**src/rtl/camera_sensor_emulator.sv**
```systemverilog
// Camera sensor emulator: replays a frame stored as {B,0,G,R} words in memory as a
// parallel Bayer stream (pclk/href/vsync/data), prefetching through a small FIFO.
module camera_sensor_emulator #(
   parameter int unsigned PCLK_DIV = 4,
   parameter int unsigned H_ACTIVE = 640,
   parameter int unsigned H_BLANK  = 160,
   parameter int unsigned V_LINES  = 480,
   parameter int unsigned V_LEAD   = 2
) (
   input  logic        clk,
   input  logic        reset,
   input  logic        camera_data_trigger,
   input  logic [19:0] frame_base,
   output logic [19:0] ddr_addr,
   output logic        ddr_rd_req,
   input  logic        pause,
   input  logic [31:0] data_read,
   input  logic        data_read_valid,
   output logic        cam_pclk,
   output logic        cam_href,
   output logic        cam_vsync,
   output logic [11:0] cam_data,
   output logic        frame_busy,
   output logic        frame_done,
   output logic        underrun
);

   localparam int unsigned LineWords = H_ACTIVE / 2;
   localparam int unsigned LeadTicks = V_LEAD * (H_ACTIVE + H_BLANK);
   localparam int unsigned DivW      = (PCLK_DIV > 2) ? $clog2(PCLK_DIV) : 1;
   localparam int unsigned LineW     = $clog2(V_LINES + 2);
   localparam int unsigned ColW      = $clog2(LineWords + 1);

   typedef enum logic [2:0] {StIdle, StLead, StActive, StBlank, StDone} state_e;

   state_e            state_q;
   logic [DivW-1:0]   div_q;
   logic              trig_prev_q;
   logic              trig_pend_q;
   logic [31:0]       cnt_q;
   logic [LineW-1:0]  line_q;
   logic [15:0]       cur_pair_q;

   logic [23:0]       fifo_mem [4];
   logic [1:0]        rd_ptr_q;
   logic [1:0]        wr_ptr_q;
   logic [2:0]        count_q;
   logic              outst_q;
   logic              stale_q;
   logic [ColW-1:0]   col_q;
   logic [LineW-1:0]  fetch_line_q;

   logic              tick;
   logic              trig_edge;
   logic              fifo_empty;
   logic [23:0]       head_word;
   logic              start;
   logic              line_end;
   logic              enter_active;
   logic              pair_slot;
   logic              pop;
   logic              push;
   logic              flush;
   logic              issue;
   logic [19:0]       next_addr;
   logic [11:0]       even_px;
   logic [11:0]       odd_px;

   // The pad byte of each memory word carries no pixel data.
   logic unused_pad;
   assign unused_pad = ^data_read[23:16];

   // Decode pixel ticks, FSM events, FIFO handshakes and the next read address.
   always_comb begin
      tick         = (div_q == '0);
      trig_edge    = camera_data_trigger & ~trig_prev_q;
      fifo_empty   = (count_q == 3'd0);
      head_word    = fifo_empty ? 24'd0 : fifo_mem[rd_ptr_q];
      start        = tick && (state_q == StIdle) && (trig_pend_q || trig_edge);
      line_end     = tick && (state_q == StActive) && (cnt_q == 32'(H_ACTIVE - 1));
      enter_active = tick && (((state_q == StLead) && (cnt_q == 32'(LeadTicks - 1))) ||
                              ((state_q == StBlank) && (cnt_q == 32'(H_BLANK - 1)) &&
                               (line_q < LineW'(V_LINES))));
      // A new word is consumed whenever the next pixel to show has an even index.
      pair_slot    = enter_active ||
                     (tick && (state_q == StActive) && !line_end && cnt_q[0]);
      pop          = pair_slot && !fifo_empty;
      flush        = start || line_end;
      push         = data_read_valid && outst_q && !stale_q && !flush;
      issue        = !flush && (state_q inside {StLead, StActive, StBlank}) && !pause &&
                     !outst_q && (count_q < 3'd4) && (col_q < ColW'(LineWords)) &&
                     (fetch_line_q < LineW'(V_LINES));
      next_addr    = frame_base + 20'((fetch_line_q >> 1) * LineWords) + 20'(col_q);
      even_px      = {(line_q[0] ? head_word[23:16] : head_word[15:8]), 4'h0};
      odd_px       = {(line_q[0] ? cur_pair_q[15:8] : cur_pair_q[7:0]), 4'h0};
   end

   // Pixel clock divider and trigger edge history.
   always_ff @(posedge clk) begin
      if (reset) begin
         div_q       <= '0;
         cam_pclk    <= 1'b0;
         trig_prev_q <= 1'b1;
      end else begin
         div_q       <= (div_q == DivW'(PCLK_DIV - 1)) ? '0 : div_q + DivW'(1);
         cam_pclk    <= (div_q < DivW'(PCLK_DIV / 2));
         trig_prev_q <= camera_data_trigger;
      end
   end

   // Frame timing FSM; all sensor outputs are registered and move only on ticks.
   always_ff @(posedge clk) begin
      if (reset) begin
         state_q     <= StIdle;
         cnt_q       <= '0;
         line_q      <= '0;
         trig_pend_q <= 1'b0;
         cur_pair_q  <= '0;
         cam_href    <= 1'b0;
         cam_vsync   <= 1'b0;
         cam_data    <= '0;
         frame_busy  <= 1'b0;
         frame_done  <= 1'b0;
         underrun    <= 1'b0;
      end else begin
         frame_done <= 1'b0;
         if ((state_q == StIdle) && trig_edge) trig_pend_q <= 1'b1;
         if (pair_slot) cur_pair_q <= head_word[15:0];
         if (pair_slot && fifo_empty) underrun <= 1'b1;
         if (tick) begin
            unique case (state_q)
               StIdle: begin
                  if (start) begin
                     state_q     <= StLead;
                     cnt_q       <= '0;
                     line_q      <= '0;
                     trig_pend_q <= 1'b0;
                     cam_vsync   <= 1'b1;
                     frame_busy  <= 1'b1;
                  end
               end
               StLead: begin
                  if (enter_active) begin
                     state_q  <= StActive;
                     cnt_q    <= '0;
                     cam_href <= 1'b1;
                     cam_data <= even_px;
                  end else begin
                     cnt_q <= cnt_q + 32'd1;
                  end
               end
               StActive: begin
                  if (line_end) begin
                     state_q  <= StBlank;
                     cnt_q    <= '0;
                     line_q   <= line_q + LineW'(1);
                     cam_href <= 1'b0;
                     cam_data <= '0;
                  end else begin
                     cnt_q    <= cnt_q + 32'd1;
                     cam_data <= cnt_q[0] ? even_px : odd_px;
                  end
               end
               StBlank: begin
                  if (cnt_q == 32'(H_BLANK - 1)) begin
                     cnt_q <= '0;
                     if (enter_active) begin
                        state_q  <= StActive;
                        cam_href <= 1'b1;
                        cam_data <= even_px;
                     end else begin
                        state_q    <= StDone;
                        cam_vsync  <= 1'b0;
                        frame_busy <= 1'b0;
                        frame_done <= 1'b1;
                     end
                  end else begin
                     cnt_q <= cnt_q + 32'd1;
                  end
               end
               StDone: state_q <= StIdle;
               default: state_q <= StIdle;
            endcase
         end
      end
   end

   // Prefetch FIFO, single outstanding read tracking and fetch addressing.
   always_ff @(posedge clk) begin
      if (reset) begin
         rd_ptr_q     <= '0;
         wr_ptr_q     <= '0;
         count_q      <= '0;
         outst_q      <= 1'b0;
         stale_q      <= 1'b0;
         col_q        <= '0;
         fetch_line_q <= '0;
         ddr_rd_req   <= 1'b0;
         ddr_addr     <= '0;
      end else begin
         ddr_rd_req <= issue;
         if (issue) begin
            ddr_addr <= next_addr;
            col_q    <= col_q + ColW'(1);
         end
         if (data_read_valid && outst_q) begin
            outst_q <= 1'b0;
            stale_q <= 1'b0;
         end else if (issue) begin
            outst_q <= 1'b1;
         end
         if (flush) begin
            rd_ptr_q     <= '0;
            wr_ptr_q     <= '0;
            count_q      <= '0;
            col_q        <= '0;
            fetch_line_q <= start ? '0 : line_q + LineW'(1);
            // A read still in flight belongs to the old line; drop it on return.
            if (outst_q && !data_read_valid) stale_q <= 1'b1;
         end else begin
            if (push) begin
               fifo_mem[wr_ptr_q] <= {data_read[31:24], data_read[15:0]};
               wr_ptr_q           <= wr_ptr_q + 2'd1;
            end
            if (pop) rd_ptr_q <= rd_ptr_q + 2'd1;
            if (push && !pop) count_q <= count_q + 3'd1;
            else if (pop && !push) count_q <= count_q - 3'd1;
         end
      end
   end

endmodule

```
**config.mk**
```make
export PLATFORM = sky130hd
export DESIGN_NAME = camera_sensor_emulator
export DESIGN_NICKNAME = d
export VERILOG_FILES = /design/src/rtl/camera_sensor_emulator.sv
export SDC_FILE = /design/constraint.sdc
export NUM_CORES = 1
export LEC_CHECK = 0
export CAP_MARGIN = 20
export CORE_ASPECT_RATIO = 0.75
export CORE_MARGIN = 2
export CORE_UTILIZATION = 35
export DETAILED_ROUTE_END_ITERATION = 8
export GPL_ROUTABILITY_DRIVEN = 0
export GPL_TIMING_DRIVEN = 0
export HOLD_SLACK_MARGIN = 0.1
export PLACE_DENSITY = 0.54
export REMOVE_ABC_BUFFERS = 1
export SLEW_MARGIN = 20
export SYNTH_ARGS = -nofsm -noshare
export SYNTH_HDL_FRONTEND = slang
export SYNTH_SLANG_ARGS = --single-unit
export TNS_END_PERCENT = 1
```
**constraint.sdc**
```tcl
create_clock -name clk -period 3.6 [get_ports clk]
set_input_delay 0.72 -clock clk [delete_from_list [all_inputs] [get_ports clk]]
set_output_delay 0.72 -clock clk [all_outputs]
set_load 0.01 [all_outputs]
```
==> run metrics, run 1 <==
Synth Cell Area 10800 um2; Slowest cell on crit path fa_2; Critical Path End Type register; Seq cells post-synth 222; Power Density 419 nW/um2; Max-cap violations 0; cells after synthesis 993; area grow syn2layout 19.5%; Non-Filler Instances 1475; DIE WIDTH 207 um; initial antenna violation count 1; hold path start div_q[1]$_SDFF_PP0_; setup violators final 0; Routed Antenna Nets 0; DRC Markers 0; EDFF count, synth 96; top_reg_cell synth dfxtp_1; CTS Sinks 222; Seq/Total Area, Yosys 0.500; critical path required time 4000 ps; CP cell instances ha_1, ha_2, fa_2, a21oi_2, nor2_1, nor2_2, o21bai_1, a21oi_1, xnor2_1, ha_1, ha_4, or2_2, o31a_1, and3_1, a221oi_2, a2111o_1, nand3_1; first-pass iteration count of the detailed router 6; crit-path max FO 3; placed cell areas 12000 um2; Reg-to-Reg Start fetch_line_q[1]$_SDFFE_PP0N_; mean routed wirelength per cell 16.9 um; max-slew violations 0; layout cell share with drive strength beyond 1 0.122; unique cell type count in the Yosys netlist 76; pin count of the biggest net entering global routing 54; Rel. slew slack 0.286; slowest stage delay, CP 380 ps; core area 30300 um2; crit path from fetch_line_q[1]$_SDFFE_PP0N_; cts hold-fix bufs 0; slew at the pin closest to its max-slew limit 1070 ps; Crit Path Category reg2reg; Placed Cells 1429; commonest non-fill, non-tap cell in the layout dfxtp_1; setup repair after global routing missed its margin true; Final #Nets 1176; peak supply drop 324 uV; Top Ports 96; total number of vias 7631; HP Class reg2reg; synth warn 0; detailed placer's ending HPWL 16800 um; cell area after layout 12900 um2; fmax 0.282 GHz; CTS buffer count 24; Starting Density 0.357; Max clock buf depth 3; worst path arrival time 3950 ps; Synth Area per Inst 10.9 um2; GRT Resource Usage Total 0.155; LEAKAGE 4.52 nW; Layout Skew 25.5 ps; Post-Route WL 24900 um; Root Buffer clkbuf_16; Top cell by count, worst path ha_1; first-pass GRT wire length 40300 um; CTS tree yes; vias in the first global route 7234; Port-buffer cells 83; Antenna Cells 0; Die Y 156 um; DIE AREA 32300 um2; most frequent cells in the layout dfxtp_1 (122), edfxtp_1 (96), clkdlybuf4s50_1 (82); row count 55; total grt overflow 0; drt initial violations 394; H-tree lvl count 1; Clock transition at path regs 60 ps; final period utilization 0.986; fin crit period 3550 ps; via-per-instance ratio 5.17; Setup crit start kind register; worst skew pair latency 540 ps; status finished clean; Hold Fails Final Rpt 0; FFs w/ async S/R, synth 0
-- cells in the mapped netlist (8+ instances only) --
cell      instances  area share
and3_1           24       0.014
mux2_2            8      0.0083
dfxtp_1         126        0.23
a21oi_1          79       0.037
xnor2_1          33       0.027
nand4_1          35       0.020
a211oi_1         17       0.012
xor2_1           25       0.020
buf_2            13      0.0060
ha_1             53       0.061
nor3_1           28       0.013
a21o_1            8      0.0056
mux4_2           24       0.050
clkbuf_1         25      0.0087
mux2i_1          14       0.013
nand2_1          66       0.023
nand3_1          37       0.017
or3_1            12      0.0069
nor4_1           11      0.0064
edfxtp_1         96        0.27
inv_1            25      0.0087
nor2_1           80       0.028
o21ai_0          33       0.015
-- flip-flops by register name (all words and copies together), names as in the netlist, 3 cells and up, named ones only --
signal	flops
cam_data	8
cnt_q	32
col_q	9
count_q	3
cur_pair_q	16
ddr_addr	20
fetch_line_q	8
fifo_mem	96
line_q	9
state_q	3
-- metrics by stage --
| step | utilization | total power [mW] | setup WS (ps) | hold slack [ps] | setup TNS, ps |
|---|---|---|---|---|---|
| final | 0.427 | 5.42 | 50.9 | 448 | 0 |
| after floorplan | - | 2.85 | -87.8 | 413 | -87.8 |
| after global placement | 0.392 | 3.01 | -2300 | 431 | -319970 |
| after CTS | 0.426 | 5.49 | 1.21 | 446 | 0 |
| after global routing | 0.427 | 5.64 | -154 | 473 | -348 |
| after detailed placement | 0.396 | 3.02 | -611 | 436 | -59860 |
-- logic make-up (layout without fill, tap and decap cells) --
family,Yosys count,count (layout),share of synthesized area
fa+ha+maj,59,59,0.0724
compound gates,192,192,0.116
mux,46,46,0.0713
flops,222,222,0.500
xor+xnor,58,58,0.0470
other cells,1,4,0.000347
buf+inv,79,159,0.0341
simple gates,336,336,0.159
-- worst max-delay path: cells and delay by family, from the launching register on --
kind                       cells  cell delay, ps
AOI/OAI and AO/OA              6             970
and+or+nand+nor                5             700
adders and majority gates      5            1300
xor gates and xnor gates       1             140
DFF                            1             340
-- layer usage --
| layer | global-route usage | up-vias | wire length (um) |
|---|---|---|---|
| met5 | 0 | - | 0 |
| met4 | 0.0321 | 0 | 428 |
| met3 | 0.0214 | 31 | 669 |
| met2 | 0.235 | 81 | 10900 |
| met1 | 0.235 | 3701 | 12900 |
| li1 | - | 3818 | - |
-- what timing repair did --
action,CTS,global route
gates cloned,1,0
pin swaps,13,3
resized for setup,18,6
endpoints found under the setup margin,150,122
setup buffers,3,0
-- layout make-up --
class                   instances  area (um2)
fillers                      2948       17400
flip-flops and latches        222        5410
repair inverters                1        5.00
clock buffers                  32         651
well taps                     399         499
inverters                      25        97.6
clock inverters                10         130
multi-input cells             695        5190
repair buffers                 91         936
-- path summary, 6_finish.rpt --
| check | cells after the start | end | slack (ps) |
|---|---|---|---|
| hold / removal | 1 | cam_pclk$_SDFF_PP0_ | 450 |
| hold reg to reg | 1 | cam_pclk$_SDFF_PP0_ | 450 |
| setup reg to reg | 17 | ddr_addr[18]$_SDFFE_PP0P_ | 50 |
| setup / recovery | 17 | ddr_addr[18]$_SDFFE_PP0P_ | 50 |
-- where the power goes --
group / internal [mW] / total, mW / switching, mW
Combinational: 0.129 / 0.322 / 0.193
Sequential: 2.64 / 2.65 / 0.0121
Clock: 1.42 / 2.44 / 1.02
Total: 4.19 / 5.42 / 1.23
Note: power is estimated with default switching activity, not from simulation.
==> run 2: changes to the inputs <==
--- a/config.mk
+++ b/config.mk
@@ -10,7 +10,6 @@
 export CORE_MARGIN = 2
 export CORE_UTILIZATION = 35
 export DETAILED_ROUTE_END_ITERATION = 8
-export GPL_ROUTABILITY_DRIVEN = 0
 export GPL_TIMING_DRIVEN = 0
 export HOLD_SLACK_MARGIN = 0.1
 export PLACE_DENSITY = 0.54
==> results of run 2 <==
The final DEF is identical to that of run 1; final timing and power are the same.
==> variant, RTL diff (config.mk and constraints of run 2) <==
Put one more register stage on the output `cam_data`, with the module's reset. The value now appears one clock later. The other outputs are not delayed to match.
--- a/src/rtl/camera_sensor_emulator.sv
+++ b/src/rtl/camera_sensor_emulator.sv
@@ -34,4 +34,6 @@
    typedef enum logic [2:0] {StIdle, StLead, StActive, StBlank, StDone} state_e;
 
+   logic [11:0] cam_data_s0;
+
    state_e            state_q;
    logic [DivW-1:0]   div_q;
@@ -119,5 +121,5 @@
          cam_href    <= 1'b0;
          cam_vsync   <= 1'b0;
-         cam_data    <= '0;
+         cam_data_s0 <= '0;
          frame_busy  <= 1'b0;
          frame_done  <= 1'b0;
@@ -145,5 +147,5 @@
                      cnt_q    <= '0;
                      cam_href <= 1'b1;
-                     cam_data <= even_px;
+                     cam_data_s0 <= even_px;
                   end else begin
                      cnt_q <= cnt_q + 32'd1;
@@ -156,8 +158,8 @@
                      line_q   <= line_q + LineW'(1);
                      cam_href <= 1'b0;
-                     cam_data <= '0;
+                     cam_data_s0 <= '0;
                   end else begin
                      cnt_q    <= cnt_q + 32'd1;
-                     cam_data <= cnt_q[0] ? even_px : odd_px;
+                     cam_data_s0 <= cnt_q[0] ? even_px : odd_px;
                   end
                end
@@ -168,5 +170,5 @@
                         state_q  <= StActive;
                         cam_href <= 1'b1;
-                        cam_data <= even_px;
+                        cam_data_s0 <= even_px;
                      end else begin
                         state_q    <= StDone;
@@ -230,4 +232,12 @@
    end
 
+   always_ff @(posedge clk) begin
+      if (reset) begin
+         cam_data <= '0;
+      end else begin
+         cam_data <= cam_data_s0;
+      end
+   end
+
 endmodule
 
Behaviour: same outputs for any inputs over 10 cycles, from zero or initial values and one cycle with reset high; that may be too few to reach the edited logic, so the function may still have changed.
==> variant against run 2 <==
  * Total power up 4.7%
  * Routed wire length up 1.3%
  * The run now ends with negative setup slack left
  * Synthesized cell count up 1.7%
  * Worst setup slack worse by 0.097 ns
  * Sequential power up 4%
  * Via count about the same
  * Sequential cell count up 8
  * Design area up 2.8%
  * Critical path type unchanged
  * Global-route usage down 0.12 points
  * Synthesized area up 2.4%
  * Largest cell class unchanged
  * Core utilization down 0.085 points
==> variant: results (changes against run 2) <==
- Status: finished with violations
- Failing checks: negative setup slack
- Clock-pin slew on the worst setup and hold paths: 0.06 ns (about the same)
- Register area share after synthesis: 50.3% (+0.27 points)
- CTS Buf Count: 24 (unchanged)
- Slowest cell on the critical path: a2111o_1
- Initial antenna violation count: 0 (-1)
- XOR/XNOR share of the synthesized area: 4.90% (+0.21 points)
- Gr usage total: 15.4% (-0.12 points)
- Clk Latency, worst-skew pair: about 0.53 ns
- FFs w/ async S/R, synth: 0% (unchanged)
- Netlist cell types: 75 (-1.3%)
- Initial drt markers: 449 (+14%)
- Dpl cell area: 0.0123 mm^2 (+2.4%)
- Cells after Synth: 1,010 (+1.7%)
- Vias: 7,634 (+0.039%)
- Adder-cell share of the synthesized area: 7.07% (-0.17 points)
- 1st-pass router iterations: 4 (-2)
- H-Tree Level Count: 1 (unchanged)
- Final cell count without fillers: 1,499 (+1.6%)
- Setup violators final: 1 (+1)
- Fin worst setup slack: -0.0466 ns (-0.0975 ns)
- Net Sw Frac: 21.9% (-0.79 points)
- DPL Wire Length: 17,200 um (+2.3%)
- Layout net count: 1,194 (+1.5%)
- Top Registers: fifo_mem (96), cnt_q (32), ddr_addr (20)
- Leakage power: 4.63 nW (+2.4%)
- Delay-heaviest family, CP: compound AO/OA/AOI/OAI gates
- Vias in the first global route: 7,246 (+0.17%)
- Worst IR Drop VDD: 0.362 mV (+12%)
- Synth warn: 0 (unchanged)
- # diodes: 0 (unchanged)
- Fillers: 2,948 (unchanged)
- Post-synthesis compound-gate area fraction: 9.85% (-1.7 points)
- Mux share of post-synthesis cell area: 8.26% (+1.1 points)
- CTS max path bufs: 3 (unchanged)
- Clock Skews: 0.0176 ns (-0.00792 ns)
- Post-synth top flop: dfxtp_1
- Share of cells above drive strength 1: 11.1% (-1.1 points)
- # port buffers: 83 (unchanged)
- First-pass GRT wire length: 40,600 um (+0.94%)
- Top post-synthesis cells by area: edfxtp_1, dfxtp_1, ha_1, mux4_2, nand2_1
- Largest net degree at the start of global routing: 38 (-30%)
- Clk root buf: clkbuf_16
- Slew headroom: 29.7% (+1.1 points)
- Setup TNS Final: -0.0466 ns (-0.0466 ns)
- Synth cell count leaders: dfxtp_1, nand2_1, edfxtp_1
- Area grow syn2layout: 19.9%
- Min-delay worst type: register to register
- Number of synthesized flops with an enable pin: 96 (unchanged)
- CP max FO: 3 (unchanged)
- Crit path DAT: 4.08 ns (+0.13 ns)
- Pre-CTS setup slack: -0.590 ns (+0.0208 ns)
- Final WL: 25,300 um (+1.3%)
- Slowest stage delay, CP: 0.44 ns (+0.06 ns)
- # DRC: 0 (unchanged)
- Placer Congestion: 0.785 (+0.86%)
## variant: changes by cell type in the layout (fill, tap and decap cells not counted), moves of 9 or more
cell / before / now
nor3_1: 27 / 17
nand2b_1: 2 / 12
o22a_1: 0 / 9
a21oi_1: 75 / 53
xnor2_1: 33 / 44
nand2_1: 66 / 104
o21ai_0: 32 / 14
nand4_1: 35 / 13
mux2i_1: 14 / 34
## variant: cell families after synthesis
| logic type | after synthesis |
|---|---|
| AO/OA/AOI/OAI | 160 |
| XOR/XNOR | 62 |
| adder cells (fa/ha/maj) | 59 |
| buffers and inverters | 79 |
| flip-flops | 230 |
| multiplexers | 61 |
| other | 1 |
| AND/OR/NAND/NOR | 358 |
## variant: power groups by stage
stage | Sequential, mW | Clock, mW | Combinational (mW)
finish | 2.75 | 2.62 | 0.308
global route | 2.75 | 2.79 | 0.337
CTS | 2.75 | 2.69 | 0.310
detailed placement | 2.81 | 0 | 0.303
global placement | 2.80 | 0 | 0.293
floorplan | 2.81 | 0 | 0.140
## variant: worst register-to-register path, stage by stage (launching register included)
cell	delay, ns
dfxtp_4	0.36
ha_4	0.24
ha_1	0.29
a21o_1	0.19
a21oi_2	0.15
o21bai_1	0.10
a21oi_2	0.16
nor2b_1	0.07
o21a_1	0.19
ha_1	0.31
ha_4	0.23
a2111o_1	0.44
a21oi_2	0.12
nor3b_1	0.06
a311o_1	0.33
and4_1	0.19
nor4_1	0.15
## variant: repair_timing
action	in CTS	in global routing
resized for setup	27	3
pin swaps	16	2
setup endpoints to repair	5	4
setup buffers	6	0
## variant: area by class of cell
type,count,share of cell area (%)
well taps,406,3.83
inverters,22,0.622
repair buffers,96,7.54
clock buffers,30,4.92
flip-flops and latches,230,42.0
clock inverters,11,1.33
multi-input cells,704,39.7
## variant: routing by layer
layer	up-vias	wire, um	GRT usage [%]
li1	3830	-	-
met2	117	10900	23.5
met5	-	0	0
met4	0	469	3.13
met3	30	847	2.16
met1	3657	13100	23.1
## variant: final timing paths
kind	slack, ns	startpoint	end	cells past startpoint
setup reg to reg	-0.05	fetch_line_q[3]$_SDFFE_PP0N_	ddr_addr[19]$_SDFFE_PP0P_	16
hold / removal	0.45	ddr_addr[4]$_SDFFE_PP0P_	ddr_addr[4]$_SDFFE_PP0P_	2
hold reg to reg	0.45	ddr_addr[4]$_SDFFE_PP0P_	ddr_addr[4]$_SDFFE_PP0P_	2
setup / recovery	-0.05	fetch_line_q[3]$_SDFFE_PP0N_	ddr_addr[19]$_SDFFE_PP0P_	16
